`src/rtl/demux_1_2_stream_if.sv`:
```
// Stream bundle for the 1:2 byte demux: one input stream (s_*), two output streams (x_*, y_*).
// Beat counters exist only when DEMUX_CNT_EN is defined.
interface demux_1_2_stream_if #(
   parameter int unsigned WIDTH = 8
`ifdef DEMUX_CNT_EN
   , parameter int unsigned CNT_W = 16
`endif
);
   logic             sel;
   logic             s_valid;
   logic             s_ready;
   logic [WIDTH-1:0] s_data;
   logic             x_valid;
   logic             x_ready;
   logic [WIDTH-1:0] x_data;
   logic             y_valid;
   logic             y_ready;
   logic [WIDTH-1:0] y_data;
`ifdef DEMUX_CNT_EN
   logic [CNT_W-1:0] x_count;
   logic [CNT_W-1:0] y_count;

   modport master (
      output sel, s_valid, s_data, x_ready, y_ready,
      input  s_ready, x_valid, x_data, y_valid, y_data, x_count, y_count
   );
   modport slave (
      input  sel, s_valid, s_data, x_ready, y_ready,
      output s_ready, x_valid, x_data, y_valid, y_data, x_count, y_count
   );
`else
   modport master (
      output sel, s_valid, s_data, x_ready, y_ready,
      input  s_ready, x_valid, x_data, y_valid, y_data
   );
   modport slave (
      input  sel, s_valid, s_data, x_ready, y_ready,
      output s_ready, x_valid, x_data, y_valid, y_data
   );
`endif
endinterface

```
`src/rtl/demux_1_2_stream.sv`:
```
// Registered 1:2 byte-stream demux with a 1-entry holding register per output.
// Define DEMUX_CNT_EN to add wrapping per-output delivered-beat counters.
module demux_1_2_stream #(
   parameter int unsigned WIDTH = 8
`ifdef DEMUX_CNT_EN
   , parameter int unsigned CNT_W = 16
`endif
) (
   input  logic              i_clk,
   input  logic              i_rst_n,
   demux_1_2_stream_if.slave bus
);
   logic             r_x_valid;
   logic [WIDTH-1:0] r_x_data;
   logic             r_y_valid;
   logic [WIDTH-1:0] r_y_data;

   logic w_free_x;
   logic w_free_y;
   logic w_accept;
   logic w_load_x;
   logic w_load_y;
   logic w_drain_x;
   logic w_drain_y;

   // A slot is free if empty or being drained this cycle, allowing 1 beat/cycle.
   assign w_free_x  = ~r_x_valid | bus.x_ready;
   assign w_free_y  = ~r_y_valid | bus.y_ready;
   assign w_accept  = bus.s_valid & bus.s_ready;
   assign w_load_x  = w_accept & ~bus.sel;
   assign w_load_y  = w_accept &  bus.sel;
   assign w_drain_x = r_x_valid & bus.x_ready;
   assign w_drain_y = r_y_valid & bus.y_ready;

   assign bus.s_ready = bus.sel ? w_free_y : w_free_x;
   assign bus.x_valid = r_x_valid;
   assign bus.x_data  = r_x_data;
   assign bus.y_valid = r_y_valid;
   assign bus.y_data  = r_y_data;

   always_ff @(posedge i_clk or negedge i_rst_n) begin
      if (!i_rst_n) begin
         r_x_valid <= 1'b0;
         r_x_data  <= '0;
      end else if (w_load_x) begin
         r_x_valid <= 1'b1;
         r_x_data  <= bus.s_data;
      end else if (w_drain_x) begin
         r_x_valid <= 1'b0;
      end
   end

   always_ff @(posedge i_clk or negedge i_rst_n) begin
      if (!i_rst_n) begin
         r_y_valid <= 1'b0;
         r_y_data  <= '0;
      end else if (w_load_y) begin
         r_y_valid <= 1'b1;
         r_y_data  <= bus.s_data;
      end else if (w_drain_y) begin
         r_y_valid <= 1'b0;
      end
   end

`ifdef DEMUX_CNT_EN
   logic [CNT_W-1:0] r_x_count;
   logic [CNT_W-1:0] r_y_count;

   // Counters wrap naturally at 2^CNT_W.
   always_ff @(posedge i_clk or negedge i_rst_n) begin
      if (!i_rst_n) begin
         r_x_count <= '0;
         r_y_count <= '0;
      end else begin
         if (w_drain_x) r_x_count <= r_x_count + 1'b1;
         if (w_drain_y) r_y_count <= r_y_count + 1'b1;
      end
   end

   assign bus.x_count = r_x_count;
   assign bus.y_count = r_y_count;
`endif
endmodule
```
`src/flat_wrapper.sv`:
```
// flat-port wrapper written by rule: the top's interface ports become plain ports
module demux_1_2_stream_flat 
#(
   parameter int unsigned WIDTH = 8

)
  (i_clk, i_rst_n, bus_sel, bus_s_valid, bus_s_data, bus_x_ready, bus_y_ready, bus_s_ready, bus_x_valid, bus_x_data, bus_y_valid, bus_y_data);
  demux_1_2_stream_if #(.WIDTH(WIDTH)) bus_i ();
  input  logic i_clk;
  input  logic i_rst_n;
  input wire logic [$bits(bus_i.sel)-1:0] bus_sel;
  input wire logic [$bits(bus_i.s_valid)-1:0] bus_s_valid;
  input wire logic [$bits(bus_i.s_data)-1:0] bus_s_data;
  input wire logic [$bits(bus_i.x_ready)-1:0] bus_x_ready;
  input wire logic [$bits(bus_i.y_ready)-1:0] bus_y_ready;
  output wire logic [$bits(bus_i.s_ready)-1:0] bus_s_ready;
  output wire logic [$bits(bus_i.x_valid)-1:0] bus_x_valid;
  output wire logic [$bits(bus_i.x_data)-1:0] bus_x_data;
  output wire logic [$bits(bus_i.y_valid)-1:0] bus_y_valid;
  output wire logic [$bits(bus_i.y_data)-1:0] bus_y_data;
  assign bus_i.sel = bus_sel;
  assign bus_i.s_valid = bus_s_valid;
  assign bus_i.s_data = bus_s_data;
  assign bus_i.x_ready = bus_x_ready;
  assign bus_i.y_ready = bus_y_ready;
  assign bus_s_ready = bus_i.s_ready;
  assign bus_x_valid = bus_i.x_valid;
  assign bus_x_data = bus_i.x_data;
  assign bus_y_valid = bus_i.y_valid;
  assign bus_y_data = bus_i.y_data;
  demux_1_2_stream #(.WIDTH(WIDTH)) u_core (.i_clk(i_clk), .i_rst_n(i_rst_n), .bus(bus_i));
endmodule
```
`config.mk`:
```
export PLATFORM = sky130hd
export DESIGN_NAME = demux_1_2_stream_flat
export DESIGN_NICKNAME = d
export VERILOG_FILES = /design/src/rtl/demux_1_2_stream_if.sv /design/src/rtl/demux_1_2_stream.sv /design/src/flat_wrapper.sv
export SDC_FILE = /design/constraint.sdc
export NUM_CORES = 1
export LEC_CHECK = 0
export CAP_MARGIN = 20
export CORE_MARGIN = 2
export CORE_UTILIZATION = 45
export CTS_BUF_LIST = sky130_fd_sc_hd__clkbuf_4
export DETAILED_ROUTE_END_ITERATION = 10
export PLACE_DENSITY = 0.83
export SLEW_MARGIN = 20
export SYNTH_ARGS = -nofsm -noshare
export SYNTH_HDL_FRONTEND = slang
export SYNTH_SLANG_ARGS = --single-unit
```
`constraint.sdc`:
```
create_clock -name i_clk -period 2.3 [get_ports i_clk]
set_clock_uncertainty 0.15 [all_clocks]
set_input_delay 0.46 -clock i_clk [delete_from_list [all_inputs] [get_ports i_clk]]
set_output_delay 0.46 -clock i_clk [all_outputs]
set_load 0.01 [all_outputs]
```
**After elaboration in Yosys (flattened, before gate mapping)**

Index checks and enable logic that the tools add are counted.
W data, S select, Z words.

- Div/mod/pow operators: 0
- Reduce and logical (&&, ||, !) cells: 2
- Multipliers: 0
- Shift-type cells: 0
- $add $sub $neg: 0
- Bitwise gates (word level): 10
- Equal/unequal tests: 0
- Multiplexer cells: 5
- Order comparisons: 0

Operators by type and width:

| kind | count |
|---|---|
| $and A1 B1 Y1 | 5 |
| $mux W1 | 5 |
| $reduce_bool A2 Y1 | 2 |
| $not A1 Y1 | 3 |
| $or A1 B1 Y1 | 2 |

- RAM bits: 0
- Output and inout port bits: 19
- Memory bits (read-only): 0
- Memories: 0
- Input port bits: 14
- Latch bits: 0
- Logic and storage cells: 21
- Register bits after elaboration: 18

**Depth between registers and ports, before layout**

Gate-level depths: netlist (run 1).

- Word-level depth: 6
- Mapped depth: 3
- Depth with buffers taken out: 3

**Worst setup path after synthesis (run 1)**

No wires, ideal clock.

- Path type: input to output
- Start: input port bus_x_ready
- End: output port bus_s_ready
- Data arrival time: 835 ps
- Setup slack: 855 ps
- Buffers on the path: 0
- Data required time: 1690 ps
- Stages on the path: 3
- Cells stage by stage: nand2b_2 nor2_1 a21oi_1

- Word-level cells in the longest chain between the ends: 2

RTL lines:

| what | line | RTL |
|---|---|---|
| start, declared | flat_wrapper.sv:14 | `input wire logic [$bits(bus_i.x_ready)-1:0] bus_x_ready;` |
| $or A1 B1 Y1 | demux_1_2_stream.sv:27 | `assign w_free_x = ~r_x_valid \| bus.x_ready;` |
| $mux W1 | demux_1_2_stream.sv:35 | `assign bus.s_ready = bus.sel ? w_free_y : w_free_x;` |
| end, declared | flat_wrapper.sv:16 | `output wire logic [$bits(bus_i.s_ready)-1:0] bus_s_ready;` |

Every way passes these cells.

**Worst setup path in the final report (run 1)**

Ends and elaborated chain as after synthesis.

==> results.md, run 1 <==
* Synth Net Count at a little under 60
* Total gr overflow at 0
* Min cycle time layout at between 2 and 2.5 ns
* Slowest stage delay, CP at 0.46 ns
* Required time of the critical path at roughly 1.7 ns
* Largest cells by area after synthesis: dfrtp_1 62%, mux2_2 20%, mux2_1 4.7%
* Mux cell area share after synthesis at 24.91%
* Layout cells sized above 1 at ~30%
* Starting Density at 48.01%
* Sum Neg Setup Slack at 0 ns
* Port bufs at 32
* Synthesis-to-finish area growth at 54.67%
* Die Width at between 40 and 50 um
* Hold Crit Class: in2async
* Final setup vio count at 0
* Die area at 1944 sq um
* Critical Path AT at 1.50 ns
* Simple-Gate Fraction of Synth Area at 10.90%
* Max Fclk at ~0.47 GHz
* Ant. Diodes at 0
* Mapped Area at 723.2 sq um
* I/O pins at 33
* Crit-path max FO at 2
* Final instance area at 1119 sq um
* Cells on worst reg2reg path at 4
* Post-DP HPWL at ~1.1 mm
* Worst rel slew slack at 84.83%
* Compound-Gate Fraction of Synth Area at 1.384%
* Post-layout net count at 99
* Remaining antenna violation count after routing at 0
* Slowest CP cell: clkdlybuf4s50_1
* # rows at 14
* Vias in the first global route at roughly 570
* Worst vdd ir at a little over 500 uV
* Min Hold Slack at about 0.34 ns
* Routed len/inst at 14.55 um
* Avg Cell Area, Syn at between 15 and 20 sq um
* Pwr Density at 717.8 nW/um^2
* GPL Wtd Cong at 0.7399
* Synth top area share at between 60 and 70%
* Main combinational cell family by area after synthesis: multiplexers
* Final wirelength at 1.455 mm
* Crit path capture type: output pin
* DRC at 0
* Final worst path period share at 91.72%
* Clk sink count at 18
* Status: completed
* Unrepaired setup endpoints after global routing: false
* Core area at around 1500 sq um
* Adder and majority cell fraction of the synthesized area at 0%
* DR iter-0 viols at 1
* Cell with the most instances after synthesis: dfrtp_1
* Yosys top cell by area: dfrtp_1
* Leakage power at just under 0.0005 uW
* Slew @ Worst Pin at around 0.23 ns
* Die H at 44.09 um
* Most frequent cells after synthesis: 18 x dfrtp_1, 13 x mux2_2, 3 x mux2_1
* TritonCTS clock tree: done
* Worst R2R End: u_core.bus.y_data[7]$_DFFE_PN0P_
* Largest net degree at the start of global routing at 19
* Netlist cell types at 13
* Worst-skew pair later-pin latency at around 0.28 ns
* Synth Instances at 44
* Root Buffer: clkbuf_4
* All-Layer GR Usage at between 10% and 20%
* Post-DP Area at 1094 sq um
* Most common flop cell mapped by yosys: dfrtp_1
* EDFF count, synth at 0
* Reg-to-Reg Start: u_core.bus.y_valid$_DFFE_PN0P_
* Final hold vios at 0
* Initial antenna violation count at 0
* Synth Area in XOR/XNOR at 0%
* Placed insts at 96
* H-tree depth at 1
* WS Path Type: in2out
* Post-CTS setup buffer count at 0
* Drt pass-1 iters at 2
* Ys async rst share at between 90% and 100%
* Vias per cell at around 5.0
* Register clock-pin slew on the reported worst setup and hold paths at 0.10 ns
* Cells along the critical path: clkdlybuf4s50_1 -> nand2b_2 -> nor2_1 -> a21oi_1 -> dlygate4sd2_1
* Seq/Total Area, Yosys at between 60 and 70%
* Yosys reg bits at 18
* CP Launch Type: input pin
* R2R setup slack at approximately 0.83 ns
* First-pass GRT wire length at around 2.4 mm
* Max cap viols at 0
* Fin. max-slew vios at 0
* Synth Warn # at 0
* Hold buffers post-CTS at 0
* Detailed-route via count at roughly 500
* Cts bufs inserted at 3
* Clock buffer depth at 2
* Final std cells w/o fill at 100
-- kinds of logic (layout without fill, tap and decap cells) --
logic type,after synthesis,in the layout
buffers and inverters,1,41
and+or+nand+nor,7,7
DFF,18,18
muxes,16,16
AOI/OAI and AO/OA,2,2
-- power by group --
part	switching (uW)	total, uW	internal, uW
Clock	92.2	155	62.9
Combinational	88.4	251	162
Sequential	26.6	397	370
Total	207	803	596
-- final cells by class --
cell class                 count  area (sq um)
timing repair buffer          36         349.1
inverter                       1         3.754
sequential                    18         450.4
clock inverter                 1         3.754
fill                          98         387.9
tap                           16         20.02
clock buffer                   3         22.52
multi-input combinational     25         269.0
-- per-layer routing --
metal	global-route usage [%]	wire (um)
met1	21.05	573
met2	31.47	782
met3	3.673	84
met4	5.455	14
met5	0	0
-- sequential cells by signal, indices dropped and copies added, names as in the netlist --
register	count
u_core.bus.y_data	8
u_core.bus.y_valid	1
u_core.bus.x_valid	1
u_core.bus.x_data	8
-- cell usage in the layout, fill, tap and decap left out, types with 3 or more instances in the layout --
cell / synthesis / final
clkbuf_4: 0 / 3
buf_4: 0 / 4
mux2_1: 3 / 3
clkdlybuf4s50_1: 0 / 31
dfrtp_1: 18 / 18
mux2_2: 13 / 13
-- how the worst max path moves through the flow --
stage	end	startpoint
2_1_floorplan	bus_s_ready	bus_x_ready
6_report	bus_s_ready	bus_x_ready
4_1_cts	bus_s_ready	bus_x_ready
3_3_place_gp	bus_s_ready	bus_x_ready
5_1_grt	bus_s_ready	bus_x_ready
3_5_place_dp	bus_s_ready	bus_x_ready
-- metrics by stage --
stage | utilization (%) | total power, uW | setup WS [ns]
after floorplan | - | 494.3 | 0.8547
after global placement | 72.59 | 651.2 | -0.05315
after detailed placement | 72.59 | 658.3 | -0.07671
after CTS | 74.25 | 815.4 | 0.1802
after global routing | 74.25 | 844.1 | 0.1152
final | 74.25 | 802.9 | 0.1904
-- timing repair --
| action | CTS | global route |
|---|---|---|
| endpoints found under the hold margin | 0 | 0 |
| endpoints found under the setup margin | 1 | 0 |
| resized for setup | 1 | 0 |
-- worst max-delay path, delay by kind of cell --
kind            cells  cell delay [ns]
buf+inv             2             0.76
simple gates        2             0.15
compound gates      1             0.13
(Power assumes the default switching activity.)
==> inputs of run 2 (changes only) <==
--- a/config.mk
+++ b/config.mk
@@ -7,11 +7,10 @@
 export LEC_CHECK = 0
 export CAP_MARGIN = 20
 export CORE_MARGIN = 2
-export CORE_UTILIZATION = 45
-export CTS_BUF_LIST = sky130_fd_sc_hd__clkbuf_4
+export CORE_UTILIZATION = 42
 export DETAILED_ROUTE_END_ITERATION = 10
-export PLACE_DENSITY = 0.83
-export SLEW_MARGIN = 20
+export PLACE_DENSITY = 0.78
+export SLEW_MARGIN = 25
 export SYNTH_ARGS = -nofsm -noshare
 export SYNTH_HDL_FRONTEND = slang
 export SYNTH_SLANG_ARGS = --single-unit
==> results.md, run 2 (synthesis gave the netlist of run 1 again) <==
* Status: completed (unchanged)
* Cells along the critical path: clkdlybuf4s50_1 -> nand2b_2 -> nor2_1 -> a21oi_1 -> dlygate4sd2_1 (unchanged)
* Post-DP Area at 1094 sq um (unchanged)
* TritonCTS clock tree: done (unchanged)
* DR iter-0 viols at 3 (was 1)
* Critical Path AT at 1.45 ns (was 1.50 ns)
* Vias per cell at 5.071 (was 4.970)
* Die Width at 45.50 um (was 44.09 um)
* Post-layout net count at 99 (unchanged)
* Clock buffer depth at 2 (unchanged)
* Die H at 45.50 um (was 44.09 um)
* Global-route track usage on met3 at 3.175% (was 3.673%)
* Reg-to-Reg Start: u_core.bus.y_valid$_DFFE_PN0P_ (unchanged)
* Core area at 1559 sq um (was 1506 sq um)
* Total gr overflow at 0 (unchanged)
* WS Path Type: in2out (unchanged)
* Slowest CP cell: clkdlybuf4s50_1 (unchanged)
* Largest net degree at the start of global routing at 19 (unchanged)
* Die area at 2070 sq um (was 1944 sq um)
* Detailed-route via count at 502 (was 497)
* GRT busiest layer: met2 (unchanged)
* Worst-skew pair later-pin latency at 0.29 ns (was 0.28 ns)
* Most frequent cells in the layout: 31 x clkdlybuf4s50_1, 18 x dfrtp_1, 13 x mux2_2 (unchanged)
* Remaining antenna violation count after routing at 0 (unchanged)
* Root Buffer: clkbuf_4 (unchanged)
* Min cycle time layout at 2.059 ns (was 2.110 ns)
* Leakage power at 0.0004807 uW (was 0.0004823 uW)
* Commonest non-fill, non-tap cell in the layout: clkdlybuf4s50_1 (unchanged)
* Min Hold Slack at 0.3368 ns (was 0.3370 ns)
* Final instance area at 1115 sq um (was 1119 sq um)
* Final wirelength at 1.388 mm (was 1.455 mm)
* # rows at 14 (unchanged)
* Final worst path period share at 89.53% (was 91.72%)
* Register clock-pin slew on the reported worst setup and hold paths at 0.09 ns (was 0.10 ns)
* Max Fclk at 0.4856 GHz (was 0.4740 GHz)
* Placed insts at 96 (unchanged)
* Unrepaired setup endpoints after global routing: false (unchanged)
* Synthesis-to-finish area growth at 54.15% (was 54.67%)
* # fillers at 110 (was 98)
* GPL Wtd Cong at 0.6994 (was 0.7399)
* Pre-CTS WS at -0.03767 ns (was -0.07671 ns)
* First-pass GRT wire length at 2.249 mm (was 2.421 mm)
* H-tree depth at 1 (unchanged)
* Grt met2 use at 27.04% (was 31.47%)
* Max cap viols at 0 (unchanged)
* Total area of sequential cells at 450.4 sq um (unchanged)
* Layout cells sized above 1 at 30.12% (was 29.76%)
* Ant. Diodes at 0 (unchanged)
* Port bufs at 32 (unchanged)
* Hold Crit Class: in2async (unchanged)
* Drt pass-1 iters at 3 (was 2)
* Slowest stage delay, CP at 0.41 ns (was 0.46 ns)
* I/O pins at 33 (unchanged)
* Pwr Density at 715.8 nW/um^2 (was 717.8 nW/um^2)
* Slew @ Worst Pin at 0.2296 ns (was 0.2275 ns)
* DRC at 0 (unchanged)
* Vias in the first global route at 515 (was 567)
* Final setup vio count at 0 (unchanged)
* Clk sink count at 18 (unchanged)
* Fin. max-slew vios at 0 (unchanged)
* Final std cells w/o fill at 99 (was 100)
* CP Launch Type: input pin (unchanged)
* Fin util at 71.51% (was 74.25%)
* Worst setup margin at 0.2409 ns (was 0.1904 ns)
* Met1 usage at 18.13% (was 21.05%)
* All-Layer GR Usage at 15.78% (was 17.54%)
* Hold buffers post-CTS at 0 (unchanged)
* Setup crit start: bus_x_ready (unchanged)
* Area of the multi-input gates at 269.0 sq um (unchanged)
* Crit-path max FO at 2 (unchanged)
* Worst rel slew slack at 84.70% (was 84.83%)
* Required time of the critical path at 1.69 ns (about the same)
* Post-DP HPWL at 1.042 mm (was 1.114 mm)
* Initial antenna violation count at 0 (unchanged)
* Routed len/inst at 14.02 um (was 14.55 um)
* Crit path capture type: output pin (unchanged)
* Worst vdd ir at 563.7 uV (was 517.4 uV)
* Final hold vios at 0 (unchanged)
* Cts bufs inserted at 3 (unchanged)
* Starting Density at 46.39% (was 48.01%)
run 2: worst paths after layout:
check	to	slack, ns	cells past startpoint
worst max-delay path	bus_s_ready	0.24	5
worst min register to register	u_core.bus.y_data[5]$_DFFE_PN0P_	0.34	1
max in group asynchronous	u_core.bus.x_valid$_DFFE_PN0P_	1.47	2
worst min-delay path	u_core.bus.y_data[6]$_DFFE_PN0P_	0.34	2
min in group i_clk	u_core.bus.y_data[5]$_DFFE_PN0P_	0.34	1
worst max register to register	u_core.bus.y_data[7]$_DFFE_PN0P_	0.84	4
run 2: worst max-delay path: cells and delay by family:
kind	cells	cell delay [ns]
AO/OA/AOI/OAI	1	0.04
buffers and inverters	2	0.69
AND/OR/NAND/NOR	2	0.26
run 2: what timing repair did:
action,4_1_cts,5_1_grt
endpoints found under the setup margin,1,0
setup buffers,0,0
gates resized for setup,1,0
run 2: power by group:
group          internal, uW  total (uW)  switching (uW)
Clock                  61.0         152            91.5
Sequential              370         396            25.7
Combinational           162         250            87.2
run 2: metrics by stage:
step                total power (uW)  setup TNS, ns
global placement               650.6      -0.003696
global route                   839.3              0
finish                         798.0              0
floorplan                      494.3              0
CTS                            808.1              0
detailed placement             656.5       -0.03767
run 2: cell type report:
cell class	instances	share of cell area [%]
Inverter	1	0.3367
Timing Repair Buffer	36	31.31
Multi-Input combinational cell	25	24.13
Clock buffer	3	2.020
Sequential cell	18	40.40
Tap cell	16	1.796
run 2: layer usage:
layer / part of all wire (%) / vias up
met2: 50 / 22
li1: - / 231
met1: 40 / 244
met4: 2.2 / 0
met5: 0 / -
met3: 7.3 / 5
